[src/rtl/wave_ctrl.sv]
// Rate sequencer for the waveform generator: prescaled phase stepping, burst period
// counting, and a valid/ready sample port with sticky overrun on overwritten samples.
module wave_ctrl #(
  parameter int SEL_W = 3
) (
  input  logic             clk,
  input  logic             rst_n,
  input  logic             start,
  input  logic             stop,
  input  logic [7:0]       div,
  input  logic [7:0]       step,
  input  logic [SEL_W-1:0] sel,
  input  logic [7:0]       burst,
  input  logic [7:0]       square,
  input  logic [7:0]       reciprocal,
  input  logic [7:0]       triangle,
  input  logic [7:0]       sin_out,
  input  logic [7:0]       fullrect,
  input  logic [7:0]       halfrect,
  input  logic             sample_ready,
  output logic [7:0]       count_out,
  output logic             tick,
  output logic [7:0]       sample,
  output logic             sample_valid,
  output logic             busy,
  output logic             done,
  output logic             overrun
);

  typedef enum logic [1:0] {IDLE, RUN, DRAIN} state_t;

  state_t           state, state_nxt;
  logic [7:0]       presc, presc_nxt;
  logic [7:0]       periods, periods_nxt;
  logic [7:0]       div_l, div_l_nxt;
  logic [7:0]       step_l, step_l_nxt;
  logic [SEL_W-1:0] sel_l, sel_l_nxt;
  logic [7:0]       burst_l, burst_l_nxt;
  logic             done_pend, done_pend_nxt;
  logic [7:0]       count_nxt, sample_nxt;
  logic             tick_nxt, valid_nxt, done_nxt, overrun_nxt;
  logic [8:0]       sum;
  logic [7:0]       sel_val;

  always_comb begin
    case (sel_l)
      SEL_W'(0): sel_val = square;
      SEL_W'(1): sel_val = reciprocal;
      SEL_W'(2): sel_val = triangle;
      SEL_W'(3): sel_val = sin_out;
      SEL_W'(4): sel_val = fullrect;
      SEL_W'(5): sel_val = halfrect;
      default:   sel_val = 8'h00;
    endcase
  end

  assign sum = {1'b0, count_out} + {1'b0, step_l};

  always_comb begin
    state_nxt     = state;
    presc_nxt     = presc;
    periods_nxt   = periods;
    div_l_nxt     = div_l;
    step_l_nxt    = step_l;
    sel_l_nxt     = sel_l;
    burst_l_nxt   = burst_l;
    done_pend_nxt = done_pend;
    count_nxt     = count_out;
    sample_nxt    = sample;
    tick_nxt      = 1'b0;
    done_nxt      = 1'b0;
    overrun_nxt   = overrun;
    // A step event on the same edge re-asserts valid below.
    valid_nxt     = sample_valid & ~sample_ready;

    case (state)
      IDLE: begin
        if (start && !stop) begin
          div_l_nxt     = div;
          step_l_nxt    = step;
          sel_l_nxt     = sel;
          burst_l_nxt   = burst;
          count_nxt     = 8'h00;
          presc_nxt     = 8'h00;
          periods_nxt   = 8'h00;
          overrun_nxt   = 1'b0;
          done_pend_nxt = 1'b0;
          state_nxt     = RUN;
        end
      end
      RUN: begin
        if (stop) begin
          done_pend_nxt = 1'b0;
          state_nxt     = DRAIN;
        end else if (presc == div_l) begin
          presc_nxt  = 8'h00;
          count_nxt  = sum[7:0];
          sample_nxt = sel_val;
          valid_nxt  = 1'b1;
          tick_nxt   = 1'b1;
          if (sample_valid && !sample_ready) overrun_nxt = 1'b1;
          if (sum[8]) begin
            periods_nxt = periods + 8'd1;
            if (burst_l != 8'h00 && periods_nxt == burst_l) begin
              done_pend_nxt = 1'b1;
              state_nxt     = DRAIN;
            end
          end
        end else begin
          presc_nxt = presc + 8'd1;
        end
      end
      DRAIN: begin
        if (!sample_valid || sample_ready) begin
          done_nxt  = done_pend;
          state_nxt = IDLE;
        end
      end
      default: state_nxt = IDLE;
    endcase
  end

  always_ff @(posedge clk or negedge rst_n) begin
    if (!rst_n) begin
      state        <= IDLE;
      presc        <= 8'h00;
      periods      <= 8'h00;
      div_l        <= 8'h00;
      step_l       <= 8'h00;
      sel_l        <= '0;
      burst_l      <= 8'h00;
      done_pend    <= 1'b0;
      count_out    <= 8'h00;
      tick         <= 1'b0;
      sample       <= 8'h00;
      sample_valid <= 1'b0;
      busy         <= 1'b0;
      done         <= 1'b0;
      overrun      <= 1'b0;
    end else begin
      state        <= state_nxt;
      presc        <= presc_nxt;
      periods      <= periods_nxt;
      div_l        <= div_l_nxt;
      step_l       <= step_l_nxt;
      sel_l        <= sel_l_nxt;
      burst_l      <= burst_l_nxt;
      done_pend    <= done_pend_nxt;
      count_out    <= count_nxt;
      tick         <= tick_nxt;
      sample       <= sample_nxt;
      sample_valid <= valid_nxt;
      busy         <= (state_nxt != IDLE);
      done         <= done_nxt;
      overrun      <= overrun_nxt;
    end
  end

endmodule
[config.mk]
export PLATFORM = sky130hd
export DESIGN_NAME = wave_ctrl
export DESIGN_NICKNAME = d
export VERILOG_FILES = /design/src/rtl/wave_ctrl.sv
export SDC_FILE = /design/constraint.sdc
export NUM_CORES = 1
export LEC_CHECK = 0
export ABC_CLOCK_PERIOD_IN_PS = 2050
export CORE_AREA = 4 4 99 101
export DETAILED_ROUTE_END_ITERATION = 7
export DIE_AREA = 0 0 103 105
export PLACE_DENSITY = 0.74
export SYNTH_ARGS = -nofsm -noshare
export SYNTH_HDL_FRONTEND = slang
export SYNTH_SLANG_ARGS = --single-unit
[constraint.sdc]
create_clock -name clk -period 2.05 [get_ports clk]
set_input_delay 0.3075 -clock clk [delete_from_list [all_inputs] [get_ports clk]]
set_output_delay 0.3075 -clock clk [all_outputs]
set_load 0.02 [all_outputs]
==> run_results.csv, run 1 <==
group,metric,value,unit
floorplanning,initial_core_util,41.4,%
global_route,grt_use_total,17.2,%
finish,final_cell_mix,"clkdlybuf4s50_1 (99), dfrtp_1 (65), nand2_1 (35)",
worst_setup_path,path_buf_inv,1,
synth,synthFlopType,"dfrtp_1",
worst_hold_path,hold_path_class,"primary input to asynchronous set/reset pin",
routing,wl_per_cell,15.4,um
outcome,failed_checks,"setup timing",
cts,clock-sinks,67,
finish,fin_util,58.6,%
floorplanning,die-height,105,um
worst_setup_path,required,2270,ps
placed_design,dp.cells,575,
routing,initialDrtViolationCount,100,
synth,muxShareOfSynthArea,15.2,%
worst_setup_path,cp-end-kind,"register",
power_and_ir_drop,p_leak,2.26,nW
synth,synth_xor_xnor_area_share,6.57,%
power_and_ir_drop,switchingPower,0.00120,W
synth,synth_top_cell_by_area,"dfrtp_1",
cts,numCtsBuffers,9,
worst_setup_path,reg2reg_slack,-160,ps
cts,cts.path.max_buffers,2,
finish,seqCellArea,0.00168,sq mm
power_and_ir_drop,vdd.ir_drop.worst,0.000296,V
routing,drc,0,
power_and_ir_drop,power_frac_clock,26.1,%
timing,fin_skew,10.8,ps
power_and_ir_drop,power_frac_comb,29.9,%
timing,hold_viol,0,
timing,maxSlewHeadroom,61.4,%
worst_setup_path,cp_max_fo,8,
synth,synthArstFlopShare,100,%
global_route,grt_overflow,0,
timing,fmax,453,MHz
timing,post-route-min-period,2210,ps
synth,synth_edf_count,0,
power_and_ir_drop,internal_power,0.00282,W
worst_setup_path,crit_chain,"ha_4 > inv_2 > fa_2 > nor2b_4 > o2111ai_2 > a21oi_2 > nor2_4 > a21o_4 > a221o_1",
worst_setup_path,path_class,"register to register",
routing,routed_wl,9180,um
global_route,grt_max_degree,29,
cts,cts_max_level,3,
worst_setup_path,slowest_stage,"dfrtp_1",
finish,area_growth_syn_to_layout,41.6,%
finish,stdcell_area,0.00529,sq mm
floorplanning,rows,35,
finish,diodes,0,
outcome,status,"finished with violations",
timing,slew_violations,0,
routing,num_vias,3152,
power_and_ir_drop,powerDensity,760,mW/mm^2
cts,clk_latency,340,ps
finish,final_common_cell,"clkdlybuf4s50_1",
synth,synthSimpleGateAreaFrac,14.1,%
synth,netlist_top_cells_area,"dfrtp_1 (45%), mux2_2 (10%), xnor2_1 (4.2%)",
finish,drive_above_1_share,20.0,%
synth,syn_area_per_cell,10.6,sq um
synth,synth_cell_type_count,50,
synth,synth_cells,353,
synth,synth_top_family_by_area,"multiplexers",
synth,synth_top_area_share,44.9,%
worst_setup_path,worst_setup_path_start_kind,"register",
routing,drtAntennaViolNets,0,
synth,synth_compound_area_share,12.9,%
global_route,first_global_vias,3198,
placed_design,gp_congestion,0.843,
finish,multiInputGateArea,0.00202,sq mm
power_and_ir_drop,swShare,29.8,%
placed_design,place_hpwl,6900,um
power_and_ir_drop,power,0.00402,W
cts,clk_pin_slew_worst_paths,70,ps
synth,synth_seq_area_share,44.9,%
floorplanning,dieArea,0.0108,sq mm
placed_design,place_ws,-252,ps
power_and_ir_drop,seq_power_share,43.9,%
synth,syn_area,0.00373,sq mm
floorplanning,die_x,103,um
cts,clockRootBuffer,"clkbuf_8",
timing,worst_pin_slew,580,ps
global_route,grt_pass1_wl,14700,um
cts,tritoncts,"done",
timing,post-route-period-util,108,%
synth,synth_nets,444,
worst_setup_path,cp_slowest_stage_delay,390,ps
timing,setup_violations,12,
routing,vias_per_cell,5.30,
timing,setup_ws,-157,ps
placed_design,dpl_cell_area,0.00502,sq mm
worst_setup_path,crit_family,"compound AO/OA/AOI/OAI gates",
global_route,antenna_found_initial,0,
timing,rsz0062_at_grt,"yes",
worst_setup_path,cp.arrival,2430,ps
finish,final_cells,595,
synth,ys_ff_latch,67,
floorplanning,num_io_pins,101,
synth,synthAdderAreaFrac,3.89,%
routing,dr.pass1.iters,4,
finish,fin_nets,572,
floorplanning,coreArea,0.00902,sq mm
job,maxCapViolCount,0,
finish,fillers,750,
synth,ys_warn_count,0,
placed_design,port_buffers,100,
## flip-flops by register name (all words and copies together) (netlist names)
| register | cells |
|---|---|
| burst_l | 8 |
| count_out | 8 |
| div_l | 8 |
| periods | 8 |
| presc | 8 |
| sample | 8 |
| step_l | 8 |
| sel_l | 3 |
| state | 2 |
| busy | 1 |
| done | 1 |
| done_pend | 1 |
| overrun | 1 |
| sample_valid | 1 |
| tick | 1 |
## synth_stat cells, types with 2 or more instances
master / count
inv_1: 6
nand2b_1: 6
a211oi_1: 2
xor2_1: 10
o22a_1: 3
a22o_1: 4
mux2_2: 33
nand3_1: 10
nor2b_1: 3
nand4_1: 5
nor3b_1: 3
mux2i_1: 13
nor2_1: 24
and2_1: 4
a22oi_1: 8
mux4_2: 3
o41ai_1: 2
nor3_1: 3
dfrtp_1: 67
a21oi_1: 7
xnor2_1: 18
ha_1: 10
buf_2: 4
nand2_1: 35
a21o_1: 4
o21ai_0: 30
a221o_1: 3
o21ai_1: 2
or3_1: 2
and3_1: 2
clkbuf_1: 7
buf_1: 2
## metrics by stage
step           hold slack [ps]  TNS, ps
3_5_place_dp               128    -1850
5_1_grt                    314    -2200
3_3_place_gp               128     -988
6_report                   311     -814
4_1_cts                    301     -807
2_1_floorplan             11.9     -444
## repair_timing
item	CTS	global route
hold endpoints to repair	37	0
setup endpoints to repair	12	13
hold buffers	1	0
setup buffers	4	1
gates resized for setup	4	5
pin swaps	2	8
## kinds of logic (layout without fill, tap and decap cells)
| family | Yosys count | count (layout) |
|---|---|---|
| adder cells (fa/ha/maj) | 11 | 11 |
| buffers and inverters | 20 | 151 |
| multiplexers | 49 | 49 |
| XOR/XNOR | 28 | 28 |
| AND/OR/NAND/NOR | 105 | 105 |
| flip-flops | 67 | 67 |
| AO/OA/AOI/OAI | 73 | 73 |
## worst register-to-register path: stages (launching register included)
cell and delay [ps]:
dfrtp_1 390, ha_4 160, inv_2 30, fa_2 360, nor2b_4 140, o2111ai_2 140
a21oi_2 240, nor2_4 70, a21o_4 250, a221o_1 320
## routing by layer
metal | GRT usage [%] | vias up | routed length (um)
li1 | - | 1526 | -
met1 | 21.5 | 1541 | 3950
met2 | 29.0 | 78 | 4710
met3 | 4.14 | 7 | 437
met4 | 5.27 | 0 | 86
met5 | 0 | - | 0
## path summary, 6_finish.rpt
check                                            to                   from  depth (start not counted)
min                             overrun$_DFFE_PN0P_                  rst_n                          2
max                          periods[6]$_DFFE_PN0P_  step_l[0]$_DFFE_PN0P_                          9
min reg2reg                   sample[0]$_DFFE_PN0P_  sample[0]$_DFFE_PN0P_                          2
max reg2reg                  periods[6]$_DFFE_PN0P_  step_l[0]$_DFFE_PN0P_                          9
min in group clk              sample[0]$_DFFE_PN0P_  sample[0]$_DFFE_PN0P_                          2
max in group asynchronous  count_out[1]$_DFFE_PN0P_                  rst_n                          3
## power groups by stage
stage / logic [W] / clock network [W] / registers, W
2_1_floorplan: 0.000790 / 0 / 0.00173
4_1_cts: 0.00121 / 0.00107 / 0.00177
5_1_grt: 0.00132 / 0.00113 / 0.00180
3_5_place_dp: 0.00119 / 0 / 0.00179
6_report: 0.00120 / 0.00105 / 0.00177
3_3_place_gp: 0.00116 / 0 / 0.00178
## layout make-up
type                       instances  share of cell area, %
clock buffer                      11                   2.67
multi-input combinational        266                   38.2
timing repair buffer             131                   23.5
clock inverter                     3                  0.757
sequential                        67                   31.8
tap                              111                   2.63
inverter                           6                  0.426
(Power assumes the default switching activity.)
==> run 2: changes to the inputs <==
--- a/config.mk
+++ b/config.mk
@@ -6,9 +6,10 @@
 export NUM_CORES = 1
 export LEC_CHECK = 0
-export ABC_CLOCK_PERIOD_IN_PS = 2050
+export ABC_CLOCK_PERIOD_IN_PS = 2300
 export CORE_AREA = 4 4 99 101
 export DETAILED_ROUTE_END_ITERATION = 7
 export DIE_AREA = 0 0 103 105
-export PLACE_DENSITY = 0.74
+export HOLD_SLACK_MARGIN = 0.15
+export PLACE_DENSITY = 0.71
 export SYNTH_ARGS = -nofsm -noshare
 export SYNTH_HDL_FRONTEND = slang
==> constraint.sdc (replaced) <==
create_clock -name clk -period 2.3 [get_ports clk]
set_input_delay 0.345 -clock clk [delete_from_list [all_inputs] [get_ports clk]]
set_output_delay 0.345 -clock clk [all_outputs]
set_load 0.1 [all_outputs]
==> run_results.csv, run 2 (synthesis results as in run 1) <==
group,metric,value,unit
cts,cts.path.max_buffers,2,
placed_design,place_ws,16.4,ps
routing,drc,0,
timing,setup_violations,0,
timing,hold_viol,0,
routing,dr.pass1.iters,4,
global_route,first_global_vias,3075,
routing,wl_per_cell,15.5,um
finish,final_common_cell,"clkdlybuf4s50_1",
placed_design,place_hpwl,6710,um
routing,routed_wl,8890,um
floorplanning,initial_core_util,41.4,%
routing,initialDrtViolationCount,72,
timing,fin_skew,9.03,ps
placed_design,dpl_cell_area,0.00485,sq mm
timing,post-route-period-util,97.4,%
worst_setup_path,cp_max_fo,8,
worst_setup_path,cp-end-kind,"register",
floorplanning,rows,35,
floorplanning,num_io_pins,101,
finish,seqCellArea,0.00169,sq mm
worst_setup_path,path_class,"register to register",
global_route,grt_max_degree,32,
timing,setup_ws,59.3,ps
placed_design,gp_congestion,0.807,
placed_design,port_buffers,100,
cts,tritoncts,"done",
global_route,grt_pass1_wl,14600,um
worst_setup_path,cp.arrival,2450,ps
worst_setup_path,required,2510,ps
finish,final_cell_mix,"clkdlybuf4s50_1 (78), dfrtp_1 (63), nand2_1 (35)",
finish,fillers,781,
cts,clk_pin_slew_worst_paths,70,ps
finish,stdcell_area,0.00509,sq mm
timing,maxSlewHeadroom,59.7,%
finish,drive_above_1_share,21.3,%
floorplanning,die-height,105,um
timing,worst_pin_slew,605,ps
worst_setup_path,worst_setup_path_start_kind,"register",
cts,numCtsBuffers,9,
floorplanning,die_x,103,um
power_and_ir_drop,powerDensity,756,mW/mm^2
cts,clock-sinks,67,
floorplanning,coreArea,0.00902,sq mm
timing,fmax,446,MHz
job,maxCapViolCount,0,
finish,diodes,0,
global_route,antenna_found_initial,0,
timing,post-route-min-period,2240,ps
power_and_ir_drop,vdd.ir_drop.worst,0.000387,V
floorplanning,dieArea,0.0108,sq mm
routing,drtAntennaViolNets,0,
cts,cts_max_level,3,
finish,fin_nets,551,
finish,multiInputGateArea,0.00201,sq mm
routing,vias_per_cell,5.25,
routing,num_vias,3019,
power_and_ir_drop,p_leak,2.19,nW
global_route,grt_use_total,16.9,%
worst_hold_path,hold_path_class,"primary input to asynchronous set/reset pin",
cts,clk_latency,330,ps
outcome,status,"finished clean",
timing,slew_violations,0,
cts,clockRootBuffer,"clkbuf_8",
global_route,grt_overflow,0,
finish,area_growth_syn_to_layout,36.4,%
-- run 2: layout make-up --
class	instances	area share [%]
Inverter	6	0.442
Clock buffer	14	3.59
Clock inverter	1	0.590
Sequential cell	67	33.1
Timing Repair Buffer	110	20.0
Tap cell	111	2.73
Multi-Input combinational cell	266	39.5
-- run 2: layer usage --
| metal | GRT usage (%) | vias up | share of wire (%) |
|---|---|---|---|
| li1 | - | 1480 | - |
| met1 | 22.4 | 1457 | 43 |
| met2 | 27.0 | 72 | 50 |
| met3 | 4.67 | 10 | 5.2 |
| met4 | 4.90 | 0 | 1.6 |
| met5 | 0 | - | 0 |
-- run 2: path summary, 6_finish.rpt --
kind | slack [ps] | cells past startpoint | from | endpoint
max | 60 | 9 | count_out[0]$_DFFE_PN0P_ | periods[6]$_DFFE_PN0P_
min | 440 | 2 | rst_n | burst_l[5]$_DFFE_PN0P_
max reg2reg | 60 | 9 | count_out[0]$_DFFE_PN0P_ | periods[6]$_DFFE_PN0P_
min reg2reg | 480 | 2 | sample[0]$_DFFE_PN0P_ | sample[0]$_DFFE_PN0P_
max in group asynchronous | 1150 | 3 | rst_n | done$_DFF_PN0_
min in group clk | 480 | 2 | sample[0]$_DFFE_PN0P_ | sample[0]$_DFFE_PN0P_
-- run 2: critical path: stages, from the launching register on --
cell and delay [ps]:
dfrtp_4 430, ha_4 140, inv_2 40, fa_2 360, nor2b_4 130, o2111ai_2 140, a21oi_2 240, nor2_4 70
a21o_4 240, a221o_1 320
-- run 2: stage by stage --
stage / power (W) / util, % / hold slack (ps) / cells / setup TNS [ps]
after detailed placement: 0.00282 / 53.7 / 259 / 559 / 0
after CTS: 0.00388 / 56.2 / 446 / 575 / 0
after floorplan: 0.00245 / - / 49.4 / 353 / -236
after global routing: 0.00407 / 56.5 / 468 / 575 / -80.1
after global placement: 0.00280 / 53.7 / 266 / 559 / 0
final: 0.00385 / 56.5 / 442 / 575 / 0
-- run 2: where the power goes --
group	internal (W)	total [W]	switching, W
sequential	0.00136	0.00158	0.000220
clock	0.000615	0.00105	0.000433
combinational	0.000592	0.00122	0.000629
total	0.00257	0.00385	0.00128
-- run 2: timing repair --
| item | in CTS | in global routing |
|---|---|---|
| endpoints found under the setup margin | 0 | 10 |
| hold buffers | 1 | 0 |
| hold endpoints to repair | 13 | 0 |
| setup buffers | 0 | 0 |
| resized for setup | 0 | 6 |
==> run 3: changes to the inputs <==
ABC_CLOCK_PERIOD_IN_PS = 2900   (was 2300)
clock period = 2.9 ns   (was 2.3 ns; I/O delays follow)
==> run_results.csv, run 3 (synthesis results as in run 1) <==
group,metric,value,unit
outcome,status,"finished clean",
timing,worst_pin_slew,933,ps
worst_hold_path,hold_end,"sample[3]$_DFFE_PN0P_",
floorplanning,die_x,103,um
finish,drive_above_1_share,17.4,%
power_and_ir_drop,power_frac_clock,24.8,%
worst_setup_path,cp_max_fo,8,
job,maxCapViolCount,0,
cts,post_cts_resized,0,
floorplanning,dieArea,0.0108,sq mm
cts,cts.path.max_buffers,2,
routing,routed_wl,8780,um
power_and_ir_drop,switchingPower,0.00100,W
cts,clock-sinks,67,
cts,clockRootBuffer,"clkbuf_8",
cts,ctsHoldBuffers,1,
routing,initialDrtViolationCount,92,
global_route,first_global_vias,3081,
power_and_ir_drop,seq_power_share,43.2,%
timing,setup_violations,0,
worst_setup_path,r2r_end,"periods[7]$_DFFE_PN0P_",
worst_setup_path,cp_slowest_stage_delay,400,ps
timing,fin_skew,8.94,ps
power_and_ir_drop,power_frac_comb,32.1,%
global_route,grt_pass1_wl,14500,um
timing,tns,0,ps
timing,post-route-min-period,2420,ps
timing,slew_violations,0,
floorplanning,coreArea,0.00902,sq mm
worst_setup_path,cp-startpoint,"count_out[0]$_DFFE_PN0P_",
placed_design,dpl_cell_area,0.00478,sq mm
timing,post-route-period-util,83.3,%
worst_setup_path,reg2reg_slack,480,ps
cts,clk_latency,340,ps
worst_setup_path,cp.arrival,2640,ps
global_route,antenna_found_initial,0,
routing,vias_per_cell,5.28,
worst_setup_path,required,3120,ps
placed_design,place_hpwl,6760,um
cts,clk_pin_slew_worst_paths,70,ps
global_route,grt_overflow,0,
worst_setup_path,rr_worst_depth,9,
floorplanning,die-height,105,um
worst_hold_path,worstHoldStart,"sample[3]$_DFFE_PN0P_",
floorplanning,num_io_pins,101,
worst_hold_path,hold_path_class,"register to register",
worst_hold_path,hold_depth,2,
floorplanning,initial_core_util,41.4,%
timing,rsz0062_at_grt,"no",
finish,fin_nets,546,
routing,dr.pass1.iters,4,
finish,final_cells,570,
timing,fmax,414,MHz
cts,tritoncts,"done",
placed_design,dp.cells,554,
global_route,grt_max_degree,38,
worst_setup_path,crit_family,"compound AO/OA/AOI/OAI gates",
timing,maxSlewHeadroom,37.8,%
power_and_ir_drop,vdd.ir_drop.worst,0.000274,V
finish,stdcell_area,0.00497,sq mm
worst_setup_path,slowest_stage,"fa_1",
routing,wl_per_cell,15.4,um
finish,diodes,0,
power_and_ir_drop,internal_power,0.00193,W
global_route,grt_use_total,16.9,%
routing,drc,0,
worst_setup_path,crit_chain,"ha_1 > inv_1 > fa_1 > nor2b_1 > o2111ai_1 > a21oi_1 > nor2_1 > a21o_4 > a221o_1",
worst_setup_path,path_buf_inv,1,
routing,num_vias,3008,
worst_setup_path,worst_setup_path_start_kind,"register",
placed_design,gp_congestion,0.808,
power_and_ir_drop,powerDensity,590,mW/mm^2
timing,hold_viol,0,
finish,final_common_cell,"clkdlybuf4s50_1",
worst_setup_path,cp-end-kind,"register",
floorplanning,rows,35,
power_and_ir_drop,swShare,34.3,%
finish,area_growth_syn_to_layout,33.0,%
cts,post_cts_buffers,0,
cts,cts_max_level,3,
cts,numCtsBuffers,9,
routing,drtAntennaViolNets,0,
placed_design,port_buffers,100,
power_and_ir_drop,power,0.00293,W
power_and_ir_drop,p_leak,2.15,nW
finish,final_cell_mix,"clkdlybuf4s50_1 (78), dfrtp_1 (67), nand2_1 (35)",
worst_setup_path,path_class,"register to register",
worst_setup_path,reg2reg_from,"count_out[0]$_DFFE_PN0P_",
## run 3: cell types whose count changed in the layout (fill, tap and decap cells not counted), sizes merged
cell	previous run	this run
clkbuf	14	12
buf	31	26
clkinv	0	2
## run 3: tightest hold or removal path, stage by stage, from the launching register on
cell	delay (ps)
dfrtp_1	340
nand2_1	50
o21ai_0	60
## run 3: worst max path at each step
stage / endpoint / slack [ps] / cells past startpoint
global placement: periods[5]$_DFFE_PN0P_ / 560 / 9
CTS: periods[7]$_DFFE_PN0P_ / 450 / 9
global route: periods[7]$_DFFE_PN0P_ / 240 / 9
finish: periods[7]$_DFFE_PN0P_ / 480 / 9
detailed placement: periods[7]$_DFFE_PN0P_ / 410 / 6
floorplan: periods[7]$_DFFE_PN0P_ / 20 / 9
## run 3: area by class of cell
cell class,instances,area (sq um)
fillers,790,4060
multi-input cells,266,1970
flip-flops and latches,67,1680
repair buffers,105,983
well taps,111,139
clock buffers,12,135
clock inverters,3,40.0
inverters,6,22.5
## run 3: power by group through the flow
stage	Sequential, W	Clock (W)	Combinational (W)
finish	0.00127	0.000726	0.000940
global route	0.00130	0.000786	0.00102
CTS	0.00127	0.000739	0.000950
detailed placement	0.00129	0	0.000947
global placement	0.00128	0	0.000928
floorplan	0.00138	0	0.000558
## run 3: per-layer routing
layer | global-route usage, % | share of wire (%) | vias up
met5 | 0 | 0 | -
met4 | 5.37 | 1.5 | 0
met3 | 4.81 | 6.5 | 9
met2 | 26.8 | 49 | 78
met1 | 22.2 | 42 | 1443
li1 | - | - | 1478
## run 3: per-stage QoR
step / hold slack (ps) / utilization [%] / setup slack [ps]
after floorplan: 139 / - / 19.9
after global placement: 468 / 53.0 / 562
after detailed placement: 472 / 53.0 / 413
after CTS: 486 / 55.0 / 454
after global routing: 521 / 55.0 / 241
final: 480 / 55.0 / 484
